`src/rtl/controle_exibicao_sequencia.sv`:
```
// Sequence playback controller for the memory game.
// Walks the sequence memory from address 0 up to a limit latched at start,
// lighting each stored colour for T_ACESO clocks and blanking for
// T_APAGADO clocks, then pulses `fim` for one cycle.
// All outputs come straight from registers; the next value of every register
// is computed in a single combinational block next to the FSM.

module controle_exibicao_sequencia #(
    parameter int ADDR_W    = 4,
    parameter int DATA_W    = 4,
    parameter int T_ACESO   = 500,
    parameter int T_APAGADO = 250
) (
    input  logic              clock,
    input  logic              reset,
    input  logic              iniciar,
    input  logic              abortar,
    input  logic [ADDR_W-1:0] limite,
    input  logic [DATA_W-1:0] dado_memoria,
    output logic [ADDR_W-1:0] endereco,
    output logic [DATA_W-1:0] leds,
    output logic              ocupado,
    output logic              fim,
    output logic [3:0]        db_estado
);

    // Timer holds at most max(T_ACESO, T_APAGADO)-1; keep at least one bit
    // so that T_ACESO = T_APAGADO = 1 still elaborates.
    localparam int T_MAX   = (T_ACESO > T_APAGADO) ? T_ACESO : T_APAGADO;
    localparam int TIMER_W = (T_MAX > 1) ? $clog2(T_MAX) : 1;

    localparam logic [TIMER_W-1:0] CARGA_ACESO   = TIMER_W'(T_ACESO - 1);
    localparam logic [TIMER_W-1:0] CARGA_APAGADO = TIMER_W'(T_APAGADO - 1);
    localparam logic [TIMER_W-1:0] TIMER_ZERO    = {TIMER_W{1'b0}};
    localparam logic [TIMER_W-1:0] TIMER_UM      = TIMER_W'(1);

    typedef enum logic [2:0] {
        OCIOSO  = 3'd0,
        CARREGA = 3'd1,
        ACESO   = 3'd2,
        APAGADO = 3'd3,
        FIM     = 3'd4
    } estado_t;

    estado_t             state_r;
    estado_t             next_state_s;
    logic [TIMER_W-1:0]  timer_r;
    logic [TIMER_W-1:0]  timer_next_s;
    logic [ADDR_W-1:0]   limite_r;
    logic [ADDR_W-1:0]   limite_next_s;
    logic [ADDR_W-1:0]   endereco_r;
    logic [ADDR_W-1:0]   endereco_next_s;
    logic [DATA_W-1:0]   leds_r;
    logic [DATA_W-1:0]   leds_next_s;
    logic                ocupado_r;
    logic                ocupado_next_s;
    logic                fim_r;
    logic                fim_next_s;
    logic                ultimo_s;
    logic                timer_zero_s;

    assign timer_zero_s = (timer_r == TIMER_ZERO);
    // The limit is compared against the latched copy, so changes on `limite`
    // during a run have no effect.
    assign ultimo_s     = (endereco_r == limite_r);

    // Next-state and next-output logic; abort overrides every transition
    // except while already idle.
    always_comb begin
        next_state_s    = state_r;
        timer_next_s    = timer_r;
        limite_next_s   = limite_r;
        endereco_next_s = endereco_r;
        leds_next_s     = leds_r;

        if (abortar && (state_r != OCIOSO)) begin
            next_state_s = OCIOSO;
            leds_next_s  = {DATA_W{1'b0}};
            timer_next_s = TIMER_ZERO;
        end else begin
            case (state_r)
                OCIOSO: begin
                    leds_next_s  = {DATA_W{1'b0}};
                    timer_next_s = TIMER_ZERO;
                    // Abort held together with start keeps the block idle.
                    if (iniciar && !abortar) begin
                        limite_next_s   = limite;
                        endereco_next_s = {ADDR_W{1'b0}};
                        next_state_s    = CARREGA;
                    end else begin
                        next_state_s    = OCIOSO;
                    end
                end
                CARREGA: begin
                    // Memory read is combinational, so the word for
                    // endereco_r is valid during this cycle.
                    leds_next_s  = dado_memoria;
                    timer_next_s = CARGA_ACESO;
                    next_state_s = ACESO;
                end
                ACESO: begin
                    if (timer_zero_s) begin
                        leds_next_s  = {DATA_W{1'b0}};
                        timer_next_s = CARGA_APAGADO;
                        next_state_s = APAGADO;
                    end else begin
                        timer_next_s = timer_r - TIMER_UM;
                        next_state_s = ACESO;
                    end
                end
                APAGADO: begin
                    leds_next_s = {DATA_W{1'b0}};
                    if (timer_zero_s) begin
                        if (ultimo_s) begin
                            next_state_s = FIM;
                        end else begin
                            // Increment only below the limit, so a limit of
                            // all-ones never wraps back to zero.
                            endereco_next_s = endereco_r + ADDR_W'(1);
                            next_state_s    = CARREGA;
                        end
                    end else begin
                        timer_next_s = timer_r - TIMER_UM;
                        next_state_s = APAGADO;
                    end
                end
                FIM: begin
                    // endereco_r keeps the last displayed address.
                    leds_next_s  = {DATA_W{1'b0}};
                    next_state_s = OCIOSO;
                end
                default: begin
                    leds_next_s  = {DATA_W{1'b0}};
                    timer_next_s = TIMER_ZERO;
                    next_state_s = OCIOSO;
                end
            endcase
        end

        // Status flags are registered copies of the state being entered.
        ocupado_next_s = (next_state_s == CARREGA) ||
                         (next_state_s == ACESO)   ||
                         (next_state_s == APAGADO);
        fim_next_s     = (next_state_s == FIM);
    end

    // State and datapath registers with asynchronous active-low clear.
    always_ff @(posedge clock or negedge reset) begin
        if (!reset) begin
            state_r    <= OCIOSO;
            timer_r    <= TIMER_ZERO;
            limite_r   <= {ADDR_W{1'b0}};
            endereco_r <= {ADDR_W{1'b0}};
            leds_r     <= {DATA_W{1'b0}};
            ocupado_r  <= 1'b0;
            fim_r      <= 1'b0;
        end else begin
            state_r    <= next_state_s;
            timer_r    <= timer_next_s;
            limite_r   <= limite_next_s;
            endereco_r <= endereco_next_s;
            leds_r     <= leds_next_s;
            ocupado_r  <= ocupado_next_s;
            fim_r      <= fim_next_s;
        end
    end

    assign endereco  = endereco_r;
    assign leds      = leds_r;
    assign ocupado   = ocupado_r;
    assign fim       = fim_r;
    assign db_estado = {1'b0, state_r};

endmodule

```
`config.mk`:
```
export PLATFORM = sky130hd
export DESIGN_NAME = controle_exibicao_sequencia
export DESIGN_NICKNAME = d
export VERILOG_FILES = /design/src/rtl/controle_exibicao_sequencia.sv
export SDC_FILE = /design/constraint.sdc
export NUM_CORES = 1
export LEC_CHECK = 0
export ABC_AREA = 0
export ABC_CLOCK_PERIOD_IN_PS = 4100
export CAP_MARGIN = 20
export CORE_ASPECT_RATIO = 0.6
export CORE_MARGIN = 5
export CORE_UTILIZATION = 55
export DETAILED_ROUTE_END_ITERATION = 7
export PLACE_DENSITY = 0.92
export SLEW_MARGIN = 20
export SYNTH_ARGS = -nofsm -noshare
export SYNTH_HDL_FRONTEND = slang
export SYNTH_SLANG_ARGS = --single-unit
```
`constraint.sdc`:
```
create_clock -name clock -period 4.1 [get_ports clock]
set_input_delay 0.82 -clock clock [delete_from_list [all_inputs] [get_ports clock]]
set_output_delay 0.82 -clock clock [all_outputs]
set_load 0.1 [all_outputs]
```
### Word level (Yosys, flattened, before mapping)

Index checks and enable logic that the tools add are counted.

* $add $sub $neg: 2
* bitwise logic cells: 1
* eq/ne operators: 15
* reductions and logical operators: 12
* muxes and demuxes: 17

Operators by type and width (number)
* case mux 9 bit (4 select lines): 1
* 2-to-1 mux 9 bit: 3
* 2-to-1 mux 4 bit: 5
* case mux 4 bit (2 select lines): 2
* equality test 3 x 2 -> 1 bit (second input constant): 4
* case mux 3 bit (4 select lines): 1
* zero test 9 bit: 1
* 2-to-1 mux 3 bit: 3
* subtractor 9 x 1 -> 9 bit (second input constant): 1
* != test 2 bit (second input constant): 4
* equality test 3 x 1 -> 1 bit (second input constant): 2
* equality test 3 bit (second input constant): 2
* != test 3 bit (second input constant): 2
* AND reduction 5 bit: 1
* adder 4 x 1 -> 4 bit (second input constant): 1
* equality test 4 bit: 1
* zero test 3 bit: 1
* AND reduction 3 bit: 1
* nonzero test 3 bit: 1
* logical AND 1 bit: 2
* logical OR 1 bit: 2
* 2-to-1 mux 1 bit: 2
* AND reduction 2 bit: 1
* nonzero test 2 bit: 1
* 2 further kinds: 2

* output and inout port bits: 14
* register bits after elaboration: 26
* input bits: 12
* word-level logic and storage cells: 54

### Logic depth before layout (Yosys ltp)

* word-level depth: 8
* mapped depth: 10
* gate-level depth less buffers: 8

### Worst setup path before layout

OpenSTA, ideal clock, no wires.

* path kind: flip-flop to flip-flop
* start point: register state_r[1]
* end point: register endereco_r[0], in the netlist endereco[0]
* path slack: 1.453 ns
* library setup time: 0.126 ns
* data required time: 3.974 ns
* arrival: 2.521 ns
* clock period less this slack: 2.647 ns
* stages on the path, launching flop included: 7
* cells stage by stage: dfrtp_1 > or3b_2 > clkbuf_1 > nor4_1 > a211oi_1 > a21oi_1 > mux2_2

* cells in the longest elaborated chain, start to end: 4
* elaborated cells between the ends (all ways): 11

Ends and longest elaborated chain
* start, declared: line 45 `estado_t state_r;`
* start signal, assigned: line 158 `state_r <= next_state_s;`
* parallel branches: the longest is 4 deep, another holds AND reduction 5 bit
* end signal, assigned: line 153 `endereco_r <= {ADDR_W{1'b0}};`
* end signal, assigned: line 161 `endereco_r <= endereco_next_s;`
* end, declared: line 51 `logic [ADDR_W-1:0] endereco_r;`

Several ways; the timed one is not identified.
A chain may end at the register's enable or synchronous reset.

### Worst setup path in the final report

* start point: register state_r[0]
* end point: output port db_estado[0]

RTL lines
* end, declared: line 24 `output logic [3:0] db_estado`

No word-level cell between the ends.

==> key figures <==
Outcome
  • Status: complete, no violations

Hold path
  • Tightest Hold Check Type: register to register

Job
  • Max-Cap Viols: 0

Finish
  • Fraction of layout cells with a size suffix above 1: between 10% and 20%
  • Nets: 186
  • FILL cells: roughly 180
  • Diodes inserted: 0
  • Synth-to-layout area growth: 20.8%
  • Most frequent cells in the layout: dfrtp_1 (26), clkdlybuf4s50_1 (24), nor2_1 (14)
  • Most common cell after layout, fill and taps aside: dfrtp_1

Yosys
  • Synthesized instance count: 150
  • Synth top area share: between 40 and 50%
  • Primary FF master, synth: dfrtp_1
  • Synth Net Count: 164
  • Mapped Avg Cell Area: ~9.6 sq um
  • Number of enable flip-flop cells after synthesis: 0
  • Async set-or-reset flop fraction in the synthesized netlist: 100%
  • Seq cells post-synth: 26
  • Area leader, netlist: dfrtp_1
  • Distinct cells, synth: 45
  • Synth warnings: 0
  • Synth top area cells: dfrtp_1 (45%), mux2_2 (4.7%), a21oi_1 (3.8%)
  • Seq/Total Area, Yosys: between 40% and 50%
  • Mapped cell area: ~1400 sq um

Clocking
  • Latest clock arrival within the worst-skew pair: between 0.2 and 0.3 ns
  • CTS Hold Buffers Added: 0
  • Number of H-tree levels: 1
  • CTS resizes: 0
  • Total CTS buffers: 3
  • Setup Buffers After CTS: 0
  • CTS Buffer Depth: 2
  • Clock root buffer: clkbuf_8
  • CTS tree: built
  • Clock Sinks: 26
  • Clock transition at path regs: 0.09 ns

Die
  • Die width: approximately 76 microns
  • Initial Utilization: between 50% and 60%
  • Core footprint: around 2500 sq um
  • Ports: 26
  • Die height: just under 50 microns
  • Die area: around 3800 sq um
  • Row count: 14

Timing
  • Crit share post-route: 73.9%
  • Setup tns final: 0 ns
  • Worst Tran Pin Value: about 1.0 ns
  • Period minus WS final: 3.03 ns
  • Rel. slew slack: about 33%
  • Clk_skew: approximately 0.0026 ns
  • Final hold violations: 0
  • Maximum clock rate: about 330 MHz
  • Final max-slew violation count: 0
  • Final setup vio count: 0
  • Hold WS: around 0.51 ns
  • RSZ-0062 raised after global routing: no

Setup path
  • Family with the most delay on the worst path: buffers and inverters
  • Worst path cell trace: clkdlybuf4s50_1
  • Max stage delay on crit path: between 1 and 1.5 ns
  • CP Capture Type: output pin
  • Worst Path Required: 3.28 ns
  • CP Launch Type: register
  • Critical path's slowest cell: clkdlybuf4s50_1
  • CP Buf/Inv Count: 1
  • WS Path Type: register to output pin
  • CP max FO: 17
  • Arrival time at the worst endpoint: about 2.2 ns

Global route
  • Total track usage: 21.9%
  • First-pass GRT wire length: around 6600 microns
  • Total global routing overflow: 0
  • Largest net degree at the start of global routing: 19
  • Vias in the first global route: roughly 1300
  • Initial antenna violation count: 0

Detailed routing
  • Vias: about 1300
  • First-iteration detailed-routing DRC count: roughly 190
  • DRT antenna net count: 0
  • WL/cell: 19.1 microns
  • Vias/cell: roughly 6.2
  • 1st-pass router iterations: 6
  • DRC viols: 0
  • Total Wirelength: 3870 microns

Power
  • P_int: approximately 0.0006 W
  • Leak: 0.763 nW
  • Clock network power share: 14.2%
  • P per Cell Area: 664 nW/um^2
  • Worst VDD drop: 0.375 mV
  • Sequential share of power: 34.5%
  • Switching part of the total power: between 40 and 50%
  • P_sw: 0.000559 W
  • Comb pwr share: between 50 and 60%

Placement
  • Dpl hpwl: about 2900 microns
  • GP Congestion: slightly above 0.9
  • Number of port buffers: 24
[final timing paths]
path	end	slack, ns	cells after the start	start
setup / recovery	db_estado[0]	1.07	1	state_r[0]
hold / removal	leds[1]	0.51	1	leds[1]
setup reg to reg	endereco[0]	1.29	7	timer_r[1]
hold reg to reg	leds[1]	0.51	1	leds[1]
max in group asynchronous	endereco[0]	2.65	2	reset
min in group asynchronous	limite_r[2]	0.86	1	reset
[metrics by stage]
step                      utilization (%)  cell area, sq um  cells  power [W]  setup WS [ns]
after floorplan                         -              1440    150   0.000832           1.45
after global placement               67.4              1690    199   0.000953           1.11
after detailed placement             67.4              1690    199   0.000983           1.01
after CTS                            69.6              1740    203    0.00115           1.09
after global routing                 69.6              1740    203    0.00123          0.998
final                                69.6              1740    203    0.00116           1.07
[power groups by stage]
stage          registers (W)  logic [W]  clock network (W)
2_1_floorplan       0.000501   0.000331                  0
3_3_place_gp        0.000393   0.000560                  0
3_5_place_dp        0.000402   0.000581                  0
4_1_cts             0.000396   0.000587           0.000167
5_1_grt             0.000410   0.000636           0.000181
6_report            0.000399   0.000593           0.000164
[layer usage]
metal / vias up / track usage (%) / part of all wire, %
met4: 0 / 8.72 / 2.6
met5: - / 0 / 0
met1: 589 / 31.4 / 45
met2: 63 / 32.1 / 45
li1: 597 / - / -
met3: 13 / 4.91 / 7.6
[kinds of logic (layout without fill, tap and decap cells)]
| group | after synthesis | after routing | share of synthesized area [%] |
|---|---|---|---|
| AO/OA/AOI/OAI | 42 | 42 | 18.6 |
| XOR/XNOR | 4 | 4 | 2.43 |
| adder cells (fa/ha/maj) | 2 | 2 | 1.73 |
| buffers and inverters | 11 | 32 | 3.73 |
| flip-flops | 26 | 26 | 45.1 |
| multiplexers | 7 | 7 | 5.38 |
| other | 1 | 1 | 0.260 |
| AND/OR/NAND/NOR | 57 | 57 | 22.7 |
[state kept, by name, summed over array words and instances (netlist names)]
| register | count |
|---|---|
| timer_r | 9 |
| limite_r | 4 |
| ocupado | 1 |
| endereco | 4 |
| fim | 1 |
| state_r | 3 |
| leds | 4 |
[cell usage after synthesis (3+ instances only)]
master / instances
a21oi_1: 11
a22o_1: 4
clkbuf_1: 5
dfrtp_1: 26
mux2_2: 6
nand2_1: 8
nand3_1: 3
nor2_1: 14
nor3_1: 8
nor4_1: 3
o21ai_0: 11
o31ai_1: 5
xnor2_1: 4
[final cells by class]
class,instances,area (sq um),area share (%)
multi-input cells,113,738,42.4
repair buffers,25,248,14.2
well taps,32,40.0,2.30
flip-flops and latches,26,651,37.3
clock buffers,4,55.1,3.16
inverters,3,11.3,0.646
Power figures use the tool's default switching activity.
